**config.mk**
```make
export PLATFORM = sky130hd
export DESIGN_NAME = uart_rx_param
export DESIGN_NICKNAME = d
export VERILOG_FILES = /design/src/rtl/uart_pkg.sv /design/src/rtl/uart_baud_cnt.sv /design/src/rtl/uart_rx_param.sv
export SDC_FILE = /design/constraint.sdc
export NUM_CORES = 1
export LEC_CHECK = 0
export BUFFER_PORTS_ARGS = -buffer_cell sky130_fd_sc_hd__buf_2
export CORE_ASPECT_RATIO = 0.8
export CORE_UTILIZATION = 35
export CTS_CLUSTER_DIAMETER = 50
export DETAILED_ROUTE_END_ITERATION = 16
export GPL_ROUTABILITY_DRIVEN = 0
export GPL_TIMING_DRIVEN = 0
export PLACE_DENSITY = 0.59
export SLEW_MARGIN = 20
export SYNTH_ARGS = -nofsm -noshare
export SYNTH_HDL_FRONTEND = slang
export SYNTH_SLANG_ARGS = --single-unit
export TNS_END_PERCENT = 20
```
**constraint.sdc**
```tcl
create_clock -name clk -period 3.15 [get_ports clk]
set_clock_uncertainty 0.1 [all_clocks]
set_input_delay 0 -clock clk [delete_from_list [all_inputs] [get_ports clk]]
set_output_delay 0 -clock clk [all_outputs]
set_load 0.1 [all_outputs]
```
**src/rtl/uart_pkg.sv**
```systemverilog
`default_nettype none
// ============================================================================
// Module   : uart_pkg
// Purpose  : Shared UART constants (parity modes), receiver FSM encoding and
//            a parity-check helper used by the receiver and the transmitter.
// Revision : 1.0  initial release
// ============================================================================
package uart_pkg;

  localparam int unsigned PAR_NONE = 0;
  localparam int unsigned PAR_EVEN = 1;
  localparam int unsigned PAR_ODD  = 2;

  typedef enum logic [2:0] {
    RX_IDLE      = 3'd0,
    RX_START     = 3'd1,
    RX_DATA      = 3'd2,
    RX_PARITY    = 3'd3,
    RX_STOP      = 3'd4,
    RX_WAIT_HIGH = 3'd5
  } rx_state_e;

  // True when the received parity bit disagrees with the configured mode.
  // data_xor is the XOR reduction of the payload.
  function automatic logic parity_bad(input logic data_xor, input logic pbit,
                                      input int unsigned mode);
    return (data_xor ^ pbit) != (mode == PAR_ODD);
  endfunction

endpackage
`default_nettype wire

```
**src/rtl/uart_baud_cnt.sv**
```systemverilog
`default_nettype none
// ============================================================================
// Module   : uart_baud_cnt
// Purpose  : Bit-phase counter. Counts 0..CLKS_PER_BIT-1 and wraps; flags the
//            half-period point (start-bit centre) and the full-period point
//            (every later bit centre). restart forces the count to zero.
// Revision : 1.0  initial release
// ============================================================================
module uart_baud_cnt
  import uart_pkg::*;
#(
  parameter int unsigned CLKS_PER_BIT = 16
) (
  input  logic clk,
  input  logic rst,
  input  logic restart,
  output logic half_tick,
  output logic full_tick
);

  localparam int unsigned CNT_W = $clog2(CLKS_PER_BIT);

  logic [CNT_W-1:0] cnt_q;
  logic [CNT_W-1:0] cnt_d;

  assign half_tick = (cnt_q == CNT_W'(CLKS_PER_BIT/2 - 1));
  assign full_tick = (cnt_q == CNT_W'(CLKS_PER_BIT - 1));

  // Next count: restart wins, otherwise count up and reload at terminal count.
  always_comb begin
    cnt_d = cnt_q;
    if (restart) begin
      cnt_d = '0;
    end else if (full_tick) begin
      cnt_d = '0;
    end else begin
      cnt_d = cnt_q + CNT_W'(1);
    end
  end

  // Phase counter register.
  always_ff @(posedge clk) begin
    if (rst) begin
      cnt_q <= '0;
    end else begin
      cnt_q <= cnt_d;
    end
  end

endmodule
`default_nettype wire

```
**src/rtl/uart_rx_param.sv**
```systemverilog
`default_nettype none
// ============================================================================
// Module   : uart_rx_param
// Purpose  : Parametrised UART receiver. Synchronises rxd, rejects start-bit
//            glitches, shifts in DATA_BITS LSB-first, checks optional parity
//            and STOP_BITS stop bits, and presents the frame in a held output
//            register with valid/ready handshake and sticky overrun.
// Revision : 1.0  initial release
// ============================================================================
module uart_rx_param
  import uart_pkg::*;
#(
  parameter int unsigned CLKS_PER_BIT = 16,
  parameter int unsigned DATA_BITS    = 8,
  parameter int unsigned PARITY       = PAR_NONE,
  parameter int unsigned STOP_BITS    = 1
) (
  input  logic                 clk,
  input  logic                 rst,
  input  logic                 rxd,
  input  logic                 rx_en,
  input  logic                 rx_ready,
  input  logic                 err_clr,
  output logic [DATA_BITS-1:0] rx_data,
  output logic                 rx_valid,
  output logic                 parity_err,
  output logic                 frame_err,
  output logic                 overrun,
  output logic                 busy
);

  localparam int unsigned BIT_W = $clog2(DATA_BITS + 1);

  // Synchroniser chain plus one extra stage for falling-edge detection.
  logic sync1_q;
  logic sync2_q;
  logic rxd_prev_q;
  logic rxd_sync;

  // Frame FSM and datapath.
  rx_state_e            state_q, state_d;
  logic [BIT_W-1:0]     bit_cnt_q, bit_cnt_d;
  logic [DATA_BITS-1:0] shift_q, shift_d;
  logic                 par_bad_q, par_bad_d;
  logic                 frm_bad_q, frm_bad_d;
  logic                 frame_done;

  // Held output register.
  logic [DATA_BITS-1:0] data_q, data_d;
  logic                 valid_q, valid_d;
  logic                 perr_q, perr_d;
  logic                 ferr_q, ferr_d;
  logic                 ovr_q, ovr_d;

  // Phase counter interface.
  logic cnt_restart;
  logic half_tick;
  logic full_tick;

  assign rxd_sync = sync2_q;

  // Counter is parked at zero in IDLE and realigned once the start bit centre
  // is confirmed, so every later full tick lands on a bit centre.
  assign cnt_restart = (state_q == RX_IDLE) || ((state_q == RX_START) && half_tick);

  uart_baud_cnt #(
    .CLKS_PER_BIT (CLKS_PER_BIT)
  ) u_baud_cnt (
    .clk       (clk),
    .rst       (rst),
    .restart   (cnt_restart),
    .half_tick (half_tick),
    .full_tick (full_tick)
  );

  // Two-flop synchroniser for the asynchronous serial input; idles high.
  always_ff @(posedge clk) begin
    if (rst) begin
      sync1_q    <= 1'b1;
      sync2_q    <= 1'b1;
      rxd_prev_q <= 1'b1;
    end else begin
      sync1_q    <= rxd;
      sync2_q    <= sync1_q;
      rxd_prev_q <= sync2_q;
    end
  end

  // Frame FSM: next state, bit counting, shifting and error accumulation.
  always_comb begin
    state_d    = state_q;
    bit_cnt_d  = bit_cnt_q;
    shift_d    = shift_q;
    par_bad_d  = par_bad_q;
    frm_bad_d  = frm_bad_q;
    frame_done = 1'b0;

    case (state_q)
      RX_IDLE: begin
        bit_cnt_d = '0;
        if (rx_en && rxd_prev_q && !rxd_sync) begin
          state_d = RX_START;
        end
      end

      RX_START: begin
        if (half_tick) begin
          if (rxd_sync) begin
            // Line went back high before mid-bit: treat as noise.
            state_d = RX_IDLE;
          end else begin
            state_d   = RX_DATA;
            bit_cnt_d = '0;
            par_bad_d = 1'b0;
            frm_bad_d = 1'b0;
          end
        end
      end

      RX_DATA: begin
        if (full_tick) begin
          shift_d = {rxd_sync, shift_q[DATA_BITS-1:1]};
          if (bit_cnt_q == BIT_W'(DATA_BITS - 1)) begin
            bit_cnt_d = '0;
            state_d   = (PARITY != PAR_NONE) ? RX_PARITY : RX_STOP;
          end else begin
            bit_cnt_d = bit_cnt_q + BIT_W'(1);
          end
        end
      end

      RX_PARITY: begin
        if (full_tick) begin
          par_bad_d = parity_bad(^shift_q, rxd_sync, PARITY);
          state_d   = RX_STOP;
        end
      end

      RX_STOP: begin
        if (full_tick) begin
          if (!rxd_sync) begin
            frm_bad_d = 1'b1;
          end
          if (bit_cnt_q == BIT_W'(STOP_BITS - 1)) begin
            frame_done = 1'b1;
            bit_cnt_d  = '0;
            // A low last stop bit means a break: wait for the line to recover
            // so the remaining low time is not mistaken for a start edge.
            state_d    = rxd_sync ? RX_IDLE : RX_WAIT_HIGH;
          end else begin
            bit_cnt_d = bit_cnt_q + BIT_W'(1);
          end
        end
      end

      RX_WAIT_HIGH: begin
        if (rxd_sync) begin
          state_d = RX_IDLE;
        end
      end

      default: begin
        state_d = RX_IDLE;
      end
    endcase

    // Disabling the receiver abandons any partial frame.
    if (!rx_en) begin
      state_d    = RX_IDLE;
      bit_cnt_d  = '0;
      frame_done = 1'b0;
    end
  end

  // FSM and datapath registers.
  always_ff @(posedge clk) begin
    if (rst) begin
      state_q   <= RX_IDLE;
      bit_cnt_q <= '0;
      shift_q   <= '0;
      par_bad_q <= 1'b0;
      frm_bad_q <= 1'b0;
    end else begin
      state_q   <= state_d;
      bit_cnt_q <= bit_cnt_d;
      shift_q   <= shift_d;
      par_bad_q <= par_bad_d;
      frm_bad_q <= frm_bad_d;
    end
  end

  // Held output register: load on completion if free or being drained,
  // otherwise drop the new frame and flag overrun.
  always_comb begin
    data_d  = data_q;
    valid_d = valid_q;
    perr_d  = perr_q;
    ferr_d  = ferr_q;
    ovr_d   = ovr_q;

    if (err_clr) begin
      ovr_d = 1'b0;
    end

    if (frame_done) begin
      if (!valid_q || rx_ready) begin
        data_d  = shift_q;
        perr_d  = par_bad_q;
        ferr_d  = frm_bad_d;
        valid_d = 1'b1;
      end else begin
        ovr_d = 1'b1;
      end
    end else if (valid_q && rx_ready) begin
      valid_d = 1'b0;
    end
  end

  // Output register flops.
  always_ff @(posedge clk) begin
    if (rst) begin
      data_q  <= '0;
      valid_q <= 1'b0;
      perr_q  <= 1'b0;
      ferr_q  <= 1'b0;
      ovr_q   <= 1'b0;
    end else begin
      data_q  <= data_d;
      valid_q <= valid_d;
      perr_q  <= perr_d;
      ferr_q  <= ferr_d;
      ovr_q   <= ovr_d;
    end
  end

  assign rx_data    = data_q;
  assign rx_valid   = valid_q;
  assign parity_err = perr_q;
  assign frame_err  = ferr_q;
  assign overrun    = ovr_q;
  assign busy       = (state_q != RX_IDLE);

endmodule
`default_nettype wire
```
==> impl_metrics.csv, run 1 <==
group,metric,value,unit
status,status,"completed",
worst_setup_path,cp.arrival,2.09,ns
sta,finalHoldViolCount,0,
sta,period_needed,2.00,ns
synth,yosysTopAreaCell,"dfxtp_1",
cts,cts_hold_buf,3,
synth,synth_edf_count,0,
sta,worst_slack,1.15,ns
worst_setup_path,start_kind,"register",
synth,synth_xor_area_share,5.79,%
drt,drt-pass1-iter-count,4,
synth,synth_compound_area_share,16.4,%
floorplan,start_util,37.2,%
worst_setup_path,r2r_setup_slack,1.15,ns
floorplan,dieArea,0.00529,mm^2
synth,synthMuxAreaShare,5.15,%
synth,syn_avg_cell_area,8.92,um^2
grt,grt_max_degree,12,
hold_path,min_from,"rst",
synth,synth_top_family_by_area,"simple AND/OR/NAND/NOR gates",
synth,yosysWarnings,0,
grt,grt_pass1_wl,6280,um
grt,grt_pass1_vias,1325,
sta,finalCritPeriodShare,63.5,%
placement,dp_slack,1.17,ns
synth,synth_fa_ha_area_share,2.15,%
power_and_ir_drop,p_per_area,434,mW/mm^2
cts,cts_tree,"done",
sta,clock.fmax,500,MHz
layout,final_area,0.00205,mm^2
cts,cts_setup_buffers,0,
sta,slew_violations,0,
layout,diodes,0,
synth,synth_cells,196,
sta,max_slew_margin,64.4,%
sta,finalSetupViolations,0,
drt,wl,3590,um
worst_setup_path,r2r-start,"bit_cnt_q[0]",
power_and_ir_drop,leakage,0.845,nW
power_and_ir_drop,ir_drop,0.279,mV
cts,cts_inserted_buffers,5,
worst_setup_path,path_delay_family,"compound AO/OA/AOI/OAI gates",
synth,synth.top_cells.by_count,"36 x dfxtp_1, 19 x nor2_1, 17 x a21oi_1",
hold_path,whs_endpoint,"frm_bad_q",
floorplan,coreArea,0.00471,mm^2
drt,wl_met3,140,um
layout,multiInputGateArea,932,um^2
floorplan,num_io_pins,19,
sta,setup_tns,0,ns
synth,mappedNetlistArea,0.00175,mm^2
floorplan,fp.dieH,65.2,um
layout,nFillCells,465,
floorplan,die_w,81.0,um
synth,yosys.area_share.simple,23.8,%
drt,viasPerCell,4.94,
cts,cts.sinks,36,
sta,tightest_slew,0.535,ns
run,max_cap_violations,0,
cts,cts_resized,0,
synth,synth_cell_type_count,47,
synth,yosys_register_bits,36,
layout,regArea,721,um^2
cts,cts.htree.levels,2,
synth,synth.most_common_cell,"dfxtp_1",
floorplan,num_rows,22,
placement,dpl.hpwl,2510,um
layout,syn_to_final_growth,17.0,%
hold_path,worstHoldPathCells,2,
drt,met1_length,2010,um
drt,wl_per_cell,12.6,um
worst_setup_path,cp_max_fo,4,
drt,via_count,1403,
synth,synthTopCellsByArea,"dfxtp_1 41%, mux2i_1 5.2%, a21oi_1 4.9%",
drt,highest_layer,"met4",
drt,wl_met2,1390,um
worst_setup_path,cp_cell_sequence,"inv_1 > ha_1 > or3b_4 > a222oi_1 > nor2_1 > o21ba_2",
worst_setup_path,end_kind,"register",
cts,clk_latency,0.29,ns
synth,yosysSeqAreaShare,41.2,%
worst_setup_path,r2r_cells,6,
synth,synth_top_area_share,41.2,%
sta,rsz0062_at_grt,"false",
worst_setup_path,required,3.24,ns
grt,grt_use_total,15.5,%
drt,drc,0,
cts,cts_root_buffer,"clkbuf_8",
worst_setup_path,crit_buf_inv,1,
placement,place_area,0.00191,mm^2
synth,ys_async_sr_fraction,0,%
layout,fin_nets,232,
grt,antenna_found_initial,0,
grt,grt-ovfl-total,0,
hold_path,hold_path.class,"in -> reg",
synth,ys.flop_type,"dfxtp_1",
layout,final_layout_size_suffix_gt1_share,20.1,%
cts,ctsLongestPathBuffers,2,
worst_setup_path,r2r_end,"state_q[1]",
worst_setup_path,critical-path-max-stage-delay,0.55,ns
placement,io_buffers,17,
drt,drt_iter0_markers,130,
synth,synth_nets,205,
drt,ant_nets,0,
worst_setup_path,cpMaxStageDelayCell,"a222oi_1",
worst_setup_path,timing_worst_setup_path_type,"reg -> reg",
cts,cts.clk_slew.worst_paths,0.08,ns
[metal layers]
layer,vias to the layer above,GRT usage (%)
met3,6,4.17
met5,-,0
met4,0,4.02
met1,634,23.3
li1,740,-
met2,23,21.3
[state kept, by name, summed over array words and instances (netlist names)]
name and cells:
rx_data 8, shift_q 8, bit_cnt_q 4, u_baud_cnt.cnt_q 4, state_q 3, frame_err 1
frm_bad_q 1, overrun 1, par_bad_q 1, parity_err 1, rx_valid 1, rxd_prev_q 1
rxd_sync 1, sync1_q 1
[metrics by stage]
stage / utilization, % / std cells / power [W] / hold slack (ns)
after floorplan: - / 196 / 0.000485 / 0.00381
after global placement: 40.6 / 273 / 0.000493 / 0.0816
after detailed placement: 40.6 / 273 / 0.000493 / 0.0875
after CTS: 43.5 / 284 / 0.000895 / 0.0917
after global routing: 43.5 / 284 / 0.000924 / 0.151
final: 43.5 / 284 / 0.000888 / 0.0617
[worst reg2reg max path, stage by stage, from the launching register on]
cell,delay [ns]
dfxtp_1,0.33
inv_1,0.09
ha_1,0.15
or3b_4,0.38
a222oi_1,0.55
nor2_1,0.08
o21ba_2,0.21
[placed cells by master (no fill, tap or decap), types with 2 or more instances in the layout]
cell	synthesis	routed
nand2b_1	3	3
o21ai_0	4	4
or2_2	4	4
nand4b_1	3	3
or3_1	4	4
ha_1	3	3
a21oi_1	17	17
a2bb2oi_1	3	3
dlygate4sd3_1	0	3
o211ai_1	3	3
clkbuf_1	5	6
nand3_1	12	12
dfxtp_1	36	36
buf_2	5	22
inv_1	8	8
nor3b_1	3	3
o32ai_1	2	2
nor3_1	2	2
xnor2_1	6	6
a31oi_1	2	2
mux2i_1	9	9
nor2_1	19	19
xor2_1	3	3
clkbuf_8	0	5
nand2_1	16	16
[worst max path at each step]
stage / from / end / slack (ns) / cells past startpoint
2_1_floorplan: rx_valid / parity_err / 1.26 / 5
3_3_place_gp: bit_cnt_q[0] / state_q[0] / 1.17 / 6
3_5_place_dp: bit_cnt_q[0] / state_q[1] / 1.17 / 6
4_1_cts: bit_cnt_q[0] / state_q[1] / 1.17 / 6
5_1_grt: bit_cnt_q[0] / state_q[0] / 1.01 / 6
6_report: bit_cnt_q[0] / state_q[1] / 1.15 / 6
[report_power, final]
part	switching, W	internal, W
registers	0.000000519	0.000456
logic	0.0000160	0.0000117
clock network	0.000168	0.000235
[cell families (layout without fill, tap and decap cells)]
logic type,Yosys count,count (layout)
and+or+nand+nor,77,77
AOI/OAI and AO/OA,40,40
DFF,36,36
buffers and inverters,21,49
xor gates and xnor gates,10,10
muxes,9,9
adders and majority gates,3,3
[area by class of cell]
| type | instances | area share [%] |
|---|---|---|
| clock inverters | 2 | 1.71 |
| well taps | 60 | 3.67 |
| clock buffers | 6 | 3.55 |
| inverters | 8 | 1.47 |
| repair buffers | 20 | 5.62 |
| plain buffers | 13 | 3.24 |
| multi-input cells | 139 | 45.5 |
| flip-flops and latches | 36 | 35.2 |
(Power assumes the default switching activity.)
==> inputs of run 2 (changes only) <==
PLACE_DENSITY = 0.61   (was 0.59)
clock period = 1.7 ns   (was 3.15 ns; I/O delays follow)
==> impl_metrics.csv, run 2 (synthesis gave the netlist of run 1 again) <==
group,metric,value,unit
cts,clk_latency,0.29,ns
hold_path,worstHoldPathCells,2,
hold_path,hold_path.class,"in -> reg",
cts,cts.htree.levels,2,
grt,grt_pass1_vias,1415,
drt,drc,0,
layout,syn_to_final_growth,24.8,%
run,max_cap_violations,0,
placement,dpl.hpwl,2570,um
power_and_ir_drop,p_per_area,702,mW/mm^2
drt,met1_length,1950,um
worst_setup_path,cp_max_fo,3,
cts,cts_root_buffer,"clkbuf_8",
cts,cts_inserted_buffers,5,
sta,finalCritPeriodShare,107,%
sta,slew_violations,0,
worst_setup_path,timing_worst_setup_path_type,"reg -> reg",
hold_path,whs_endpoint,"frm_bad_q",
layout,fin_util,46.4,%
sta,rsz0062_at_grt,"true",
worst_setup_path,end_kind,"register",
drt,highest_layer,"met4",
sta,finalSetupViolations,3,
grt,grt-ovfl-total,0,
layout,most-common-layout-cells,"31 x dfxtp_1, 19 x nor2_1, 18 x buf_2",
worst_setup_path,cp.arrival,1.94,ns
cts,cts.sinks,36,
sta,period_needed,1.83,ns
drt,ant_nets,0,
drt,drt-pass1-iter-count,4,
status,violations,"negative setup slack",
cts,cts_tree,"done",
grt,grt_pass1_wl,6600,um
floorplan,start_util,37.2,%
placement,io_buffers,17,
power_and_ir_drop,leakage,0.889,nW
drt,via_count,1503,
drt,viasPerCell,5.18,
placement,dp_slack,-0.293,ns
worst_setup_path,r2r_end,"state_q[0]",
sta,clock.fmax,548,MHz
sta,tightest_slew,0.488,ns
layout,final_layout_size_suffix_gt1_share,30.0,%
drt,wl_met3,151,um
layout,final_common_cell,"dfxtp_1",
floorplan,coreArea,0.00471,mm^2
status,status,"finished, violations left",
drt,wl,3860,um
worst_setup_path,start_kind,"register",
sta,max_slew_margin,67.7,%
grt,grt_max_degree,12,
drt,drt_iter0_markers,77,
layout,diodes,0,
power_and_ir_drop,ir_drop,0.320,mV
drt,wl_met2,1670,um
worst_setup_path,r2r-start,"bit_cnt_q[0]",
grt,antenna_found_initial,0,
worst_setup_path,required,1.81,ns
drt,wl_per_cell,13.3,um
cts,cts.clk_slew.worst_paths,0.07,ns
cts,ctsLongestPathBuffers,2,
floorplan,num_rows,22,
grt,grt_use_total,16.9,%
floorplan,num_io_pins,19,
hold_path,min_from,"rst",
worst_setup_path,r2r_setup_slack,-0.13,ns
sta,finalHoldViolCount,0,
sta,worst_slack,-0.126,ns
floorplan,dieArea,0.00529,mm^2
layout,fin_nets,238,
worst_setup_path,r2r_cells,7,
floorplan,die_w,81.0,um
floorplan,fp.dieH,65.2,um
-- run 2: worst max-delay path, stage by stage, from the launching register on --
cell and delay, ns:
dfxtp_2 0.33, inv_2 0.07, ha_4 0.12, or3b_4 0.37
a222oi_1 0.31, buf_4 0.18, nand4b_1 0.10, a31oi_1 0.17
-- run 2: final cells by class --
| class | instances | area, um^2 |
|---|---|---|
| timing repair buffer | 28 | 178 |
| buffer | 11 | 70.1 |
| inverter | 8 | 30.0 |
| clock inverter | 2 | 10.0 |
| sequential | 36 | 727 |
| fill | 466 | 2520 |
| tap | 60 | 75.1 |
| multi-input combinational | 139 | 1010 |
| clock buffer | 6 | 82.6 |
-- run 2: power by group --
| part | switching (W) | internal, W |
|---|---|---|
| Clock | 0.000308 | 0.000323 |
| Sequential | 0.00000202 | 0.000846 |
| Combinational | 0.0000299 | 0.0000240 |
-- run 2: metrics by stage --
step	setup TNS (ns)	hold WS [ns]	std cells	area, um^2	power [W]
after floorplan	-0.138	0.00381	196	1750	0.000899
after global placement	-3.06	0.0842	273	1910	0.000912
after detailed placement	-3.01	0.0886	273	1910	0.000913
after CTS	-0.555	0.132	290	2140	0.00155
after global routing	-1.53	0.154	290	2180	0.00160
final	-0.239	0.0977	290	2180	0.00153
-- run 2: how the worst max path moves through the flow --
stage	startpoint	to	cells past startpoint
floorplan	bit_cnt_q[0]	state_q[1]	6
global placement	bit_cnt_q[0]	state_q[0]	6
detailed placement	bit_cnt_q[0]	state_q[0]	6
CTS	bit_cnt_q[1]	state_q[0]	7
global route	bit_cnt_q[1]	state_q[0]	7
finish	bit_cnt_q[0]	state_q[0]	7
-- run 2: routing by layer --
metal / up-vias / track usage, %
met2: 29 / 24.7
li1: 759 / -
met5: - / 0
met4: 0 / 9.82
met1: 707 / 22.4
met3: 8 / 4.31
-- run 2: timing repair --
action	CTS	global route
gates cloned	0	0
setup endpoints to repair	28	27
hold endpoints to repair	3	0
pin swaps	9	6
buffers inserted	8	0
gates resized for setup	16	11
hold buffers	3	0
